## config.mk

```make
export PLATFORM = sky130hd
export DESIGN_NAME = dmem_arbiter
export DESIGN_NICKNAME = d
export VERILOG_FILES = /design/src/rtl/dmem_arbiter_pkg.sv /design/src/rtl/dmem_arbiter_rr_arb2.sv /design/src/rtl/dmem_arbiter.sv
export SDC_FILE = /design/constraint.sdc
export NUM_CORES = 1
export LEC_CHECK = 0
export BUFFER_PORTS_ARGS = -buffer_cell sky130_fd_sc_hd__buf_2
export CAP_MARGIN = 20
export CORE_AREA = 2 2 122 124
export CTS_CLUSTER_DIAMETER = 50
export DETAILED_ROUTE_END_ITERATION = 6
export DIE_AREA = 0 0 124 126
export PLACE_DENSITY_LB_ADDON = 0.12
export SLEW_MARGIN = 20
export SYNTH_ARGS = -nofsm -noshare
export SYNTH_HDL_FRONTEND = slang
export SYNTH_SLANG_ARGS = --single-unit
```

## constraint.sdc

```tcl
create_clock -name clk -period 1.7 [get_ports clk]
set_input_delay 0.085 -clock clk [delete_from_list [all_inputs] [get_ports clk]]
set_output_delay 0.085 -clock clk [all_outputs]
set_load 0.005 [all_outputs]
```

## src/rtl/dmem_arbiter_pkg.sv

```systemverilog
// Shared definitions for the data-memory arbiter.
// Contents:
//   DataBus / DataAddrBus   data and byte-address widths
//   arb_state_e             arbiter FSM state encoding
//   SEL_*                   legal byte-lane patterns
//   cmd_t                   latched command (granted port, fields, error flag)
//   access_err()            alignment / lane-legality check applied at grant
package dmem_arbiter_pkg;

    localparam int DataBus     = 32;
    localparam int DataAddrBus = 32;

    typedef enum logic [1:0] {
        ST_IDLE   = 2'd0,
        ST_ACCESS = 2'd1,
        ST_RESP   = 2'd2
    } arb_state_e;

    localparam logic [3:0] SEL_B0 = 4'b0001;
    localparam logic [3:0] SEL_B1 = 4'b0010;
    localparam logic [3:0] SEL_B2 = 4'b0100;
    localparam logic [3:0] SEL_B3 = 4'b1000;
    localparam logic [3:0] SEL_H0 = 4'b0011;
    localparam logic [3:0] SEL_H1 = 4'b1100;
    localparam logic [3:0] SEL_W  = 4'b1111;

    typedef struct packed {
        logic                   port;   // 0 = m0, 1 = m1
        logic                   we;
        logic                   err;
        logic [DataAddrBus-1:0] addr;
        logic [DataBus-1:0]     wdata;
        logic [3:0]             sel;
    } cmd_t;

    // Word accesses need addr[1:0]=0, halfword accesses need addr[0]=0,
    // single-byte lanes are always aligned; any other lane pattern
    // (including 0000) is illegal.
    function automatic logic access_err(input logic [1:0] addr_lo,
                                        input logic [3:0] sel);
        logic e;
        case (sel)
            SEL_W:                          e = (addr_lo != 2'b00);
            SEL_H0, SEL_H1:                 e = addr_lo[0];
            SEL_B0, SEL_B1, SEL_B2, SEL_B3: e = 1'b0;
            default:                        e = 1'b1;
        endcase
        return e;
    endfunction

endpackage

```

## src/rtl/dmem_arbiter_rr_arb2.sv

```systemverilog
// Two-requester round-robin grant selection.
// Ports:
//   req_i   [1:0]  request from m0 (bit 0) and m1 (bit 1)
//   rr_i           priority pointer: 0 favours m0, 1 favours m1
//   grant_o [1:0]  one-hot grant (all zero when nothing requests)
module rr_arb2 (
    input  logic [1:0] req_i,
    input  logic       rr_i,
    output logic [1:0] grant_o
);

    // A sole requester always wins; on contention the pointer decides.
    assign grant_o[0] = req_i[0] & (~req_i[1] | ~rr_i);
    assign grant_o[1] = req_i[1] & (~req_i[0] |  rr_i);

endmodule

```

## src/rtl/dmem_arbiter.sv

```systemverilog
// Data-memory arbiter: shares one single-cycle data memory between the CPU
// MEM stage (m0) and a DMA/loader port (m1).
// Ports:
//   clk, rst                     clock, synchronous active-high reset
//   m0_* / m1_*                  requester ports (req/we/addr/wdata/sel in,
//                                ack/rdata/err out)
//   stall_req                    pipeline stall = m0_req & ~m0_ack
//   mem_ce/we/addr/wdata/sel     memory command, non-zero only in ACCESS
//   mem_rdata                    combinational memory read data
//   dbg_state_o                  current FSM state, for observation
// Handshake: a requester raises req with its fields and holds them stable
// until it sees a one-cycle ack; fields are sampled only at grant. Each
// transaction takes ACCESS then RESP, so a grant in IDLE is acked two cycles
// later and back-to-back service runs at one access every two cycles.
module dmem_arbiter
    import dmem_arbiter_pkg::*;
#(
    parameter int DataNumLog = 17
) (
    input  logic                   clk,
    input  logic                   rst,
    input  logic                   m0_req,
    input  logic                   m0_we,
    input  logic [DataAddrBus-1:0] m0_addr,
    input  logic [DataBus-1:0]     m0_wdata,
    input  logic [3:0]             m0_sel,
    output logic                   m0_ack,
    output logic [DataBus-1:0]     m0_rdata,
    output logic                   m0_err,
    input  logic                   m1_req,
    input  logic                   m1_we,
    input  logic [DataAddrBus-1:0] m1_addr,
    input  logic [DataBus-1:0]     m1_wdata,
    input  logic [3:0]             m1_sel,
    output logic                   m1_ack,
    output logic [DataBus-1:0]     m1_rdata,
    output logic                   m1_err,
    output logic                   stall_req,
    output logic                   mem_ce,
    output logic                   mem_we,
    output logic [DataAddrBus-1:0] mem_addr,
    output logic [DataBus-1:0]     mem_wdata,
    output logic [3:0]             mem_sel,
    input  logic [DataBus-1:0]     mem_rdata,
    output arb_state_e             dbg_state_o
);

    // Only the low DataNumLog address bits are decoded by the memory.
    localparam logic [DataAddrBus-1:0] AddrMask =
        (DataNumLog >= DataAddrBus) ? {DataAddrBus{1'b1}}
                                    : ((32'd1 << DataNumLog) - 32'd1);

    arb_state_e         state_q;
    logic               rr_q;
    cmd_t               cmd_q;
    logic [DataBus-1:0] rsp_rdata_q;
    logic               rsp_err_q;
    logic [1:0]         ack_q;

    logic [1:0] req_mask;
    logic [1:0] arb_req;
    logic [1:0] grant;
    cmd_t       grant_cmd;
    logic       mem_go;

    // In RESP the port being acked still holds req; it must not be re-granted.
    assign req_mask = (state_q == ST_RESP) ? (cmd_q.port ? 2'b10 : 2'b01) : 2'b00;
    assign arb_req  = {m1_req, m0_req} & ~req_mask;

    rr_arb2 u_rr_arb2 (
        .req_i   (arb_req),
        .rr_i    (rr_q),
        .grant_o (grant)
    );

    always_comb begin
        grant_cmd      = '0;
        grant_cmd.port = grant[1];
        if (grant[1]) begin
            grant_cmd.we    = m1_we;
            grant_cmd.addr  = m1_addr;
            grant_cmd.wdata = m1_wdata;
            grant_cmd.sel   = m1_sel;
        end else begin
            grant_cmd.we    = m0_we;
            grant_cmd.addr  = m0_addr;
            grant_cmd.wdata = m0_wdata;
            grant_cmd.sel   = m0_sel;
        end
        grant_cmd.err = access_err(grant_cmd.addr[1:0], grant_cmd.sel);
    end

    always_ff @(posedge clk) begin
        if (rst) begin
            state_q     <= ST_IDLE;
            rr_q        <= 1'b0;
            cmd_q       <= '0;
            rsp_rdata_q <= '0;
            rsp_err_q   <= 1'b0;
            ack_q       <= 2'b00;
        end else begin
            ack_q <= 2'b00;
            case (state_q)
                ST_IDLE: begin
                    if (|grant) begin
                        cmd_q   <= grant_cmd;
                        state_q <= ST_ACCESS;
                    end
                end
                ST_ACCESS: begin
                    // Writes and erroring accesses return zero data.
                    rsp_rdata_q <= (cmd_q.we || cmd_q.err) ? '0 : mem_rdata;
                    rsp_err_q   <= cmd_q.err;
                    ack_q       <= cmd_q.port ? 2'b10 : 2'b01;
                    state_q     <= ST_RESP;
                end
                ST_RESP: begin
                    rr_q <= ~cmd_q.port;
                    if (|grant) begin
                        cmd_q   <= grant_cmd;
                        state_q <= ST_ACCESS;
                    end else begin
                        state_q <= ST_IDLE;
                    end
                end
                default: state_q <= ST_IDLE;
            endcase
        end
    end

    // Outputs are forced to zero while rst is high so an in-flight
    // transaction is aborted without an ack.
    assign m0_ack   = ack_q[0] & ~rst;
    assign m1_ack   = ack_q[1] & ~rst;
    assign m0_rdata = m0_ack ? rsp_rdata_q : '0;
    assign m1_rdata = m1_ack ? rsp_rdata_q : '0;
    assign m0_err   = m0_ack & rsp_err_q;
    assign m1_err   = m1_ack & rsp_err_q;

    assign stall_req = m0_req & ~m0_ack;

    // Erroring commands pass through ACCESS without touching memory.
    assign mem_go    = (state_q == ST_ACCESS) & ~cmd_q.err & ~rst;
    assign mem_ce    = mem_go;
    assign mem_we    = mem_go & cmd_q.we;
    assign mem_addr  = mem_go ? (cmd_q.addr & AddrMask) : '0;
    assign mem_wdata = mem_go ? cmd_q.wdata : '0;
    assign mem_sel   = mem_go ? cmd_q.sel : 4'b0000;

    assign dbg_state_o = state_q;

endmodule

```

==> out/metrics.cfg, run 1 <==
[timing]
post-route-period-util_pct = 97.88
finalHoldViolCount = 0
fin_ws_ns = 0.03603
setup_viol = 0
skew_ns = 0.004604
rsz0062_at_grt = true
finalCriticalPeriod_ns = 1.664
fmax_ghz = 0.6010
drv_slew = 0

[clock_network]
cts_tree = yes
cts.sinks = 94
clk_path_buf_depth = 2
insertion_delay_ns = 0.34
htree_levels = 3
clkTransAtPathRegs_ns = 0.07
cts_root_buf = clkbuf_16
numCtsBuffers = 9

[finish]
nFillCells = 1317
layout_commonest_cell = buf_2
drive_gt1_share_pct = 42.89
final_cell_mix = buf_2 (240), nor2_1 (96), and2_1 (92)
diodes = 0
area_growth_pct = 59.52
final_cells = 1042
utilization_pct = 53.32
final_area_sq_um = 7632
finalNetCount = 1027

[yosys]
syn_inst = 553
synth-seq-area-share_pct = 39.33
synth.area.top_cells = dfxtp_1 (39%), and2_1 (16%), mux2i_1 (12%)
synth_largest_area_cell = dfxtp_1
synth_area_sq_um = 4785
yosys_warnings = 0
synth.avg_cell_area_sq_um = 8.652
synth_top_area_share_pct = 39.33
ys_ff_latch = 94
ys_types = 30

[worst_setup_path]
arrival_ns = 1.58
crit_fanout = 7
crit_family = buffers and inverters
path_cells = buf_6 -> nand2b_4 -> nor3_4 -> buf_6 -> clkbuf_16 -> and2_4 -> buf_6
cp-end-kind = output pin
startpoint_type = flip-flop
worst-setup-path-type = flip-flop to output pin
crit_top_cell = buf_6
path_depth = 7
rr_worst_depth = 7
worst_path_max_delay_cell = dfxtp_2
critical_path_buf_inv_count = 4
crit_required_ns = 1.62
slowest_delay_ns = 0.33

[grt]
grt_pass1_vias = 4493
grt_pass1_wl_mm = 21.66
grt_max_degree = 49
track_usage_pct = 17.73
antenna_found_initial = 0
grt.overflow.total = 0

[floorplanning]
coreArea_sq_um = 14310
initial_core_util_pct = 33.43
io_pins = 315
dieArea_sq_um = 15620
rows = 44
die_w_microns = 124
die_y_microns = 126

[worst_hold_path]
holdCritPathClass = primary input to flip-flop
min_path_cells = 3

[place]
numPortBuffers = 269
place_inst = 974
place_hpwl_mm = 10.10
place_area_sq_um = 6326
gp_congestion = 0.7530
pre_cts_ws_ns = 0.02586

[detailed_routing]
ant_nets = 0
wire_per_inst_microns = 15.14
dr.pass1.iters = 6
via_count = 4893
drt_iter0_drc = 138
avgViaCountPerCell = 4.696
drc = 0
wirelength_mm = 15.78

[run_status]
status = finished clean

[power]
p_per_area_nw_per_um2 = 784.9
p_leak_nw = 3.888
vdd_drop_max_uv = 385.3

[job]
maxCapViolCount = 0

==> stage by stage <==
| step | hold slack, ns | setup TNS [ns] | power (mW) |
|---|---|---|---|
| 3_5_place_dp | 0.3310 | 0 | 3.584 |
| 3_3_place_gp | 0.3232 | 0 | 3.549 |
| 2_1_floorplan | 0.2333 | 0 | 3.175 |
| 6_report | 0.01845 | 0 | 5.991 |
| 5_1_grt | 0.06416 | -0.9490 | 6.288 |
| 4_1_cts | 0.01892 | -1.530 | 5.915 |
==> path summary, 6_finish.rpt <==
kind | end | slack [ns] | from
worst min register to register | ack_q[0]$_SDFF_PP0_ | 0.47 | cmd_q[70]$_SDFFE_PP0P_
worst min-delay path | rsp_rdata_q[13]$_SDFFE_PP0N_ | 0.02 | mem_rdata[13]
worst max-delay path | mem_addr[4] | 0.04 | dbg_state_o[0]$_SDFFE_PP0P_
worst max register to register | cmd_q[68]$_SDFFE_PP0P_ | 0.08 | dbg_state_o[0]$_SDFFE_PP0P_
==> timing repair <==
item                                   4_1_cts  5_1_grt
setup buffers                                7        4
pin swaps                                    7       24
setup endpoints to repair                   55       97
hold buffers                                31        0
resized for setup                           30       49
cloned                                       3        8
endpoints found under the hold margin       31        0
==> cells by family after synthesis <==
logic type	after synthesis	synth area share, %
AND/OR/NAND/NOR	243	26.49
multiplexers	58	12.13
buffers and inverters	63	7.191
other	1	0.07838
flip-flops	94	39.33
AO/OA/AOI/OAI	94	14.78
==> layout make-up <==
class	count	area, sq um	share of cell area [%]
repair buffers	337	2429	31.82
flip-flops and latches	94	1886	24.70
well taps	184	230.2	3.016
multi-input cells	410	2760	36.16
clock inverters	6	85.08	1.115
clock buffers	10	239.0	3.131
inverters	1	3.754	0.04918
==> Yosys cell counts <==
cell type  instances
or4_1              1
o21ai_0            2
clkbuf_1          28
conb_1             1
nand3b_1           2
buf_4             16
nor3_2             1
nor2_1            96
buf_6              4
nor2b_1            3
o211ai_2           1
nand2b_2           1
dfxtp_1           94
nand2_1            5
nand3_1            1
a211oi_1          54
a31o_1             1
o41ai_1            1
nand2b_1           1
nor4_1             1
o211ai_1           1
o22a_1             1
nor3_1             8
inv_1              1
a22oi_1           32
buf_2             14
nor3b_1            1
a21oi_1            1
mux2i_1           58
and2_1           122
==> tightest hold or removal path: cells and delay by family <==
kind / cells / cell delay [ns]
buffers and inverters: 1 / 0.09
and+or+nand+nor: 1 / 0.09
AOI/OAI and AO/OA: 1 / 0.06
==> metal layers <==
metal	global-route usage (%)	share of wire [%]	vias up	routed length (microns)
met2	32.06	51	178	8087
li1	-	-	2469	-
met1	20.19	40	2233	6384
met5	0	0	-	0
met4	5.750	1.2	0	193
met3	4.348	7.0	13	1112
==> power by group <==
| group | internal (mW) | total, mW | switching [mW] |
|---|---|---|---|
| logic | 0.694 | 1.31 | 0.612 |
| registers | 2.41 | 2.52 | 0.111 |
| clock network | 1.32 | 2.17 | 0.846 |
==> registers in the layout, summed over array words and instances (netlist names) <==
signal	cells
rr_q	1
rsp_err_q	1
dbg_state_o	2
rsp_rdata_q	32
cmd_q	56
ack_q	2
(Power assumes the default switching activity.)
==> inputs of run 2 (changes only) <==
--- a/config.mk
+++ b/config.mk
@@ -11,7 +11,7 @@
 export CTS_CLUSTER_DIAMETER = 50
 export DETAILED_ROUTE_END_ITERATION = 6
 export DIE_AREA = 0 0 124 126
-export PLACE_DENSITY_LB_ADDON = 0.12
+export PLACE_DENSITY = 0.68
 export SLEW_MARGIN = 20
 export SYNTH_ARGS = -nofsm -noshare
 export SYNTH_HDL_FRONTEND = slang
==> constraint.sdc (replaced) <==
create_clock -name clk -period 1.7 [get_ports clk]
set_input_delay 0.085 -clock clk [delete_from_list [all_inputs] [get_ports clk]]
set_output_delay 0.085 -clock clk [all_outputs]
set_load 0.02 [all_outputs]
==> run 2 against run 1 <==
  * The flow now finishes with violations (setup timing)
  * Design area rose by 4.6%
  * Setup slack got worse by 0.049 ns
  * Clock-buffer cell count rose by 1
  * Critical path depth did not move
  * Via count rose by 1.6%
  * Highest routed layer unchanged
==> out/metrics.cfg, run 2 (synthesis gave the netlist of run 1 again) <==
[floorplanning]
rows = 44  ; unchanged
dieArea_sq_um = 15620  ; unchanged
io_pins = 315  ; unchanged
die_w_microns = 124  ; unchanged
initial_core_util_pct = 33.43  ; unchanged
coreArea_sq_um = 14310  ; unchanged
die_y_microns = 126  ; unchanged

[worst_setup_path]
crit_fanout = 7  ; unchanged
r2r-end = cmd_q[8]$_SDFFE_PP0P_
path_cells = nand2b_4 -> nor3_4 -> buf_6 -> buf_12 -> buf_16 -> and2_4 -> buf_6
crit_top_cell = buf_6
arrival_ns = 1.63  ; +0.05 ns
startpoint_type = flip-flop
crit_required_ns = 1.62  ; about the same
reg2reg_from = dbg_state_o[1]$_SDFFE_PP0P_
rr_worst_depth = 8  ; +1
worst_path_max_delay_cell = dfxtp_4
worstSetupStartpoint = dbg_state_o[1]$_SDFFE_PP0P_
slowest_delay_ns = 0.34  ; about the same
crit_end = mem_wdata[25]
cp-end-kind = output pin
rrSetupSlack_ns = 0.04  ; -0.04 ns
worst-setup-path-type = flip-flop to output pin

[clock_network]
clkTransAtPathRegs_ns = 0.06  ; about the same
htree_levels = 3  ; unchanged
clk_path_buf_depth = 2  ; unchanged
cts.sinks = 94  ; unchanged
cts_root_buf = clkbuf_16
cts_tree = yes
numCtsBuffers = 9  ; unchanged
insertion_delay_ns = 0.34  ; about the same

[grt]
track_usage_pct = 18.31  ; +0.58 points
grt_pass1_vias = 4443  ; -1.1%
antenna_found_initial = 0  ; unchanged
grt_max_degree = 62  ; +27%
grt.overflow.total = 0  ; unchanged
grt_pass1_wl_mm = 22.15  ; +2.3%

[place]
place_inst = 977  ; +0.31%
gp_congestion = 0.7775  ; +3.3%
place_area_sq_um = 6367  ; +0.65%
place_hpwl_mm = 9.782  ; -3.2%
numPortBuffers = 269  ; unchanged

[finish]
drive_gt1_share_pct = 46.07  ; +3.2 points
final_cells = 1050  ; +0.77%
largest_register_ff_count = 56  ; unchanged
nFillCells = 1308  ; -0.68%
regMostFlops = cmd_q
final_area_sq_um = 7983  ; +4.6%
layout_commonest_cell = buf_2
multiInputGateArea_sq_um = 2819  ; +2.1%
finalNetCount = 1036  ; +0.88%
largest_registers = cmd_q (56), rsp_rdata_q (32)
utilization_pct = 55.77  ; +2.4 points
final_cell_mix = buf_2 (213), nor2_1 (96), dfxtp_1 (91)
area_growth_pct = 66.84
diodes = 0  ; unchanged
seq_area_sq_um = 1888  ; +0.13%

[power]
total_power_mw = 5.988  ; about the same
p_leak_nw = 3.996  ; +2.8%
p_per_area_nw_per_um2 = 750.1  ; -4.4%
vdd_drop_max_uv = 402.1  ; +4.4%

[timing]
rsz0062_at_grt = true
setup_viol = 19  ; +19
skew_ns = 0.007473  ; +0.002869 ns
fin_ws_ns = -0.01268  ; -0.04871 ns
post-route-period-util_pct = 100.7  ; +2.9 points
finalCriticalPeriod_ns = 1.713  ; +0.04871 ns
finalHoldViolCount = 0  ; unchanged
drv_slew = 0  ; unchanged
fmax_ghz = 0.5839  ; -2.8%

[run_status]
status = finished, violations left
violations = setup timing

[detailed_routing]
drc = 0  ; unchanged
wirelength_mm = 16.27  ; +3.1%
dr.pass1.iters = 4  ; -2
ant_nets = 0  ; unchanged
drt_iter0_drc = 174  ; +26%
via_count = 4971  ; +1.6%
wire_per_inst_microns = 15.50  ; +2.4%
avgViaCountPerCell = 4.734  ; +0.82%

[worst_hold_path]
holdCritPathClass = primary input to flip-flop

[job]
maxCapViolCount = 0  ; unchanged

run 2: changes by cell type in the layout (fill, tap and decap cells not counted), moves of 2 or more:
cell | previous run | this run
clkbuf_1 | 0 | 2
buf_2 | 240 | 213
buf_4 | 13 | 16
buf_12 | 10 | 13
clkinvlp_4 | 2 | 0
and2_4 | 30 | 55
buf_16 | 3 | 5
buf_6 | 33 | 60
and2_1 | 92 | 67
run 2: worst min path at each step:
stage / startpoint / endpoint / slack (ns) / depth (start not counted)
global placement: mem_rdata[25] / rsp_rdata_q[25]$_SDFFE_PP0N_ / 0.32 / 3
global route: mem_rdata[29] / rsp_rdata_q[29]$_SDFFE_PP0N_ / 0.0009 / 3
detailed placement: mem_rdata[11] / rsp_rdata_q[11]$_SDFFE_PP0N_ / 0.33 / 3
floorplan: mem_rdata[0] / rsp_rdata_q[0]$_SDFFE_PP0N_ / 0.23 / 2
CTS: mem_rdata[29] / rsp_rdata_q[29]$_SDFFE_PP0N_ / 0.0005 / 3
finish: mem_rdata[29] / rsp_rdata_q[29]$_SDFFE_PP0N_ / 0.01 / 3
run 2: what timing repair did:
| item | in CTS | in global routing |
|---|---|---|
| gates cloned | 5 | 8 |
| gates resized for setup | 157 | 31 |
| pin swaps | 27 | 30 |
| hold endpoints to repair | 31 | 0 |
| buffers inserted | 7 | 7 |
| setup endpoints to repair | 55 | 91 |
| hold buffers | 31 | 0 |
run 2: where the power goes:
part | switching, mW | total [mW] | internal (mW)
Sequential | 0.110 | 2.51 | 2.40
Clock | 0.849 | 1.98 | 1.13
Combinational | 0.716 | 1.49 | 0.778
Total | 1.67 | 5.99 | 4.31
run 2: metrics by stage:
| step | setup WS, ns | hold WS (ns) | setup TNS [ns] |
|---|---|---|---|
| floorplan | 0.04385 | 0.2333 | 0 |
| global placement | 0.08087 | 0.3184 | 0 |
| detailed placement | 0.06235 | 0.3278 | 0 |
| CTS | -0.09535 | 0.0005209 | -3.055 |
| global route | -0.1157 | 0.0009375 | -4.293 |
| finish | -0.01268 | 0.01418 | -0.07999 |
run 2: worst max-delay path: cells and delay by family (launching register included):
kind          cells  cell delay [ns]
buf+inv           4             0.50
flops             1             0.34
simple gates      3             0.44
run 2: area by class of cell:
type / count / area share, %
Tap cell: 184 / 2.884
Inverter: 1 / 0.04702
Multi-Input combinational cell: 410 / 35.31
Clock inverter: 4 / 0.6113
Clock buffer: 11 / 2.915
Timing Repair Buffer: 346 / 34.58
Sequential cell: 94 / 23.65
run 2: metal layers:
| layer | track usage, % | vias to the layer above | wire length (microns) |
|---|---|---|---|
| met5 | 0 | - | 0 |
| li1 | - | 2485 | - |
| met2 | 32.58 | 221 | 8052 |
| met1 | 20.87 | 2239 | 6613 |
| met4 | 6.543 | 0 | 352 |
| met3 | 4.755 | 26 | 1255 |
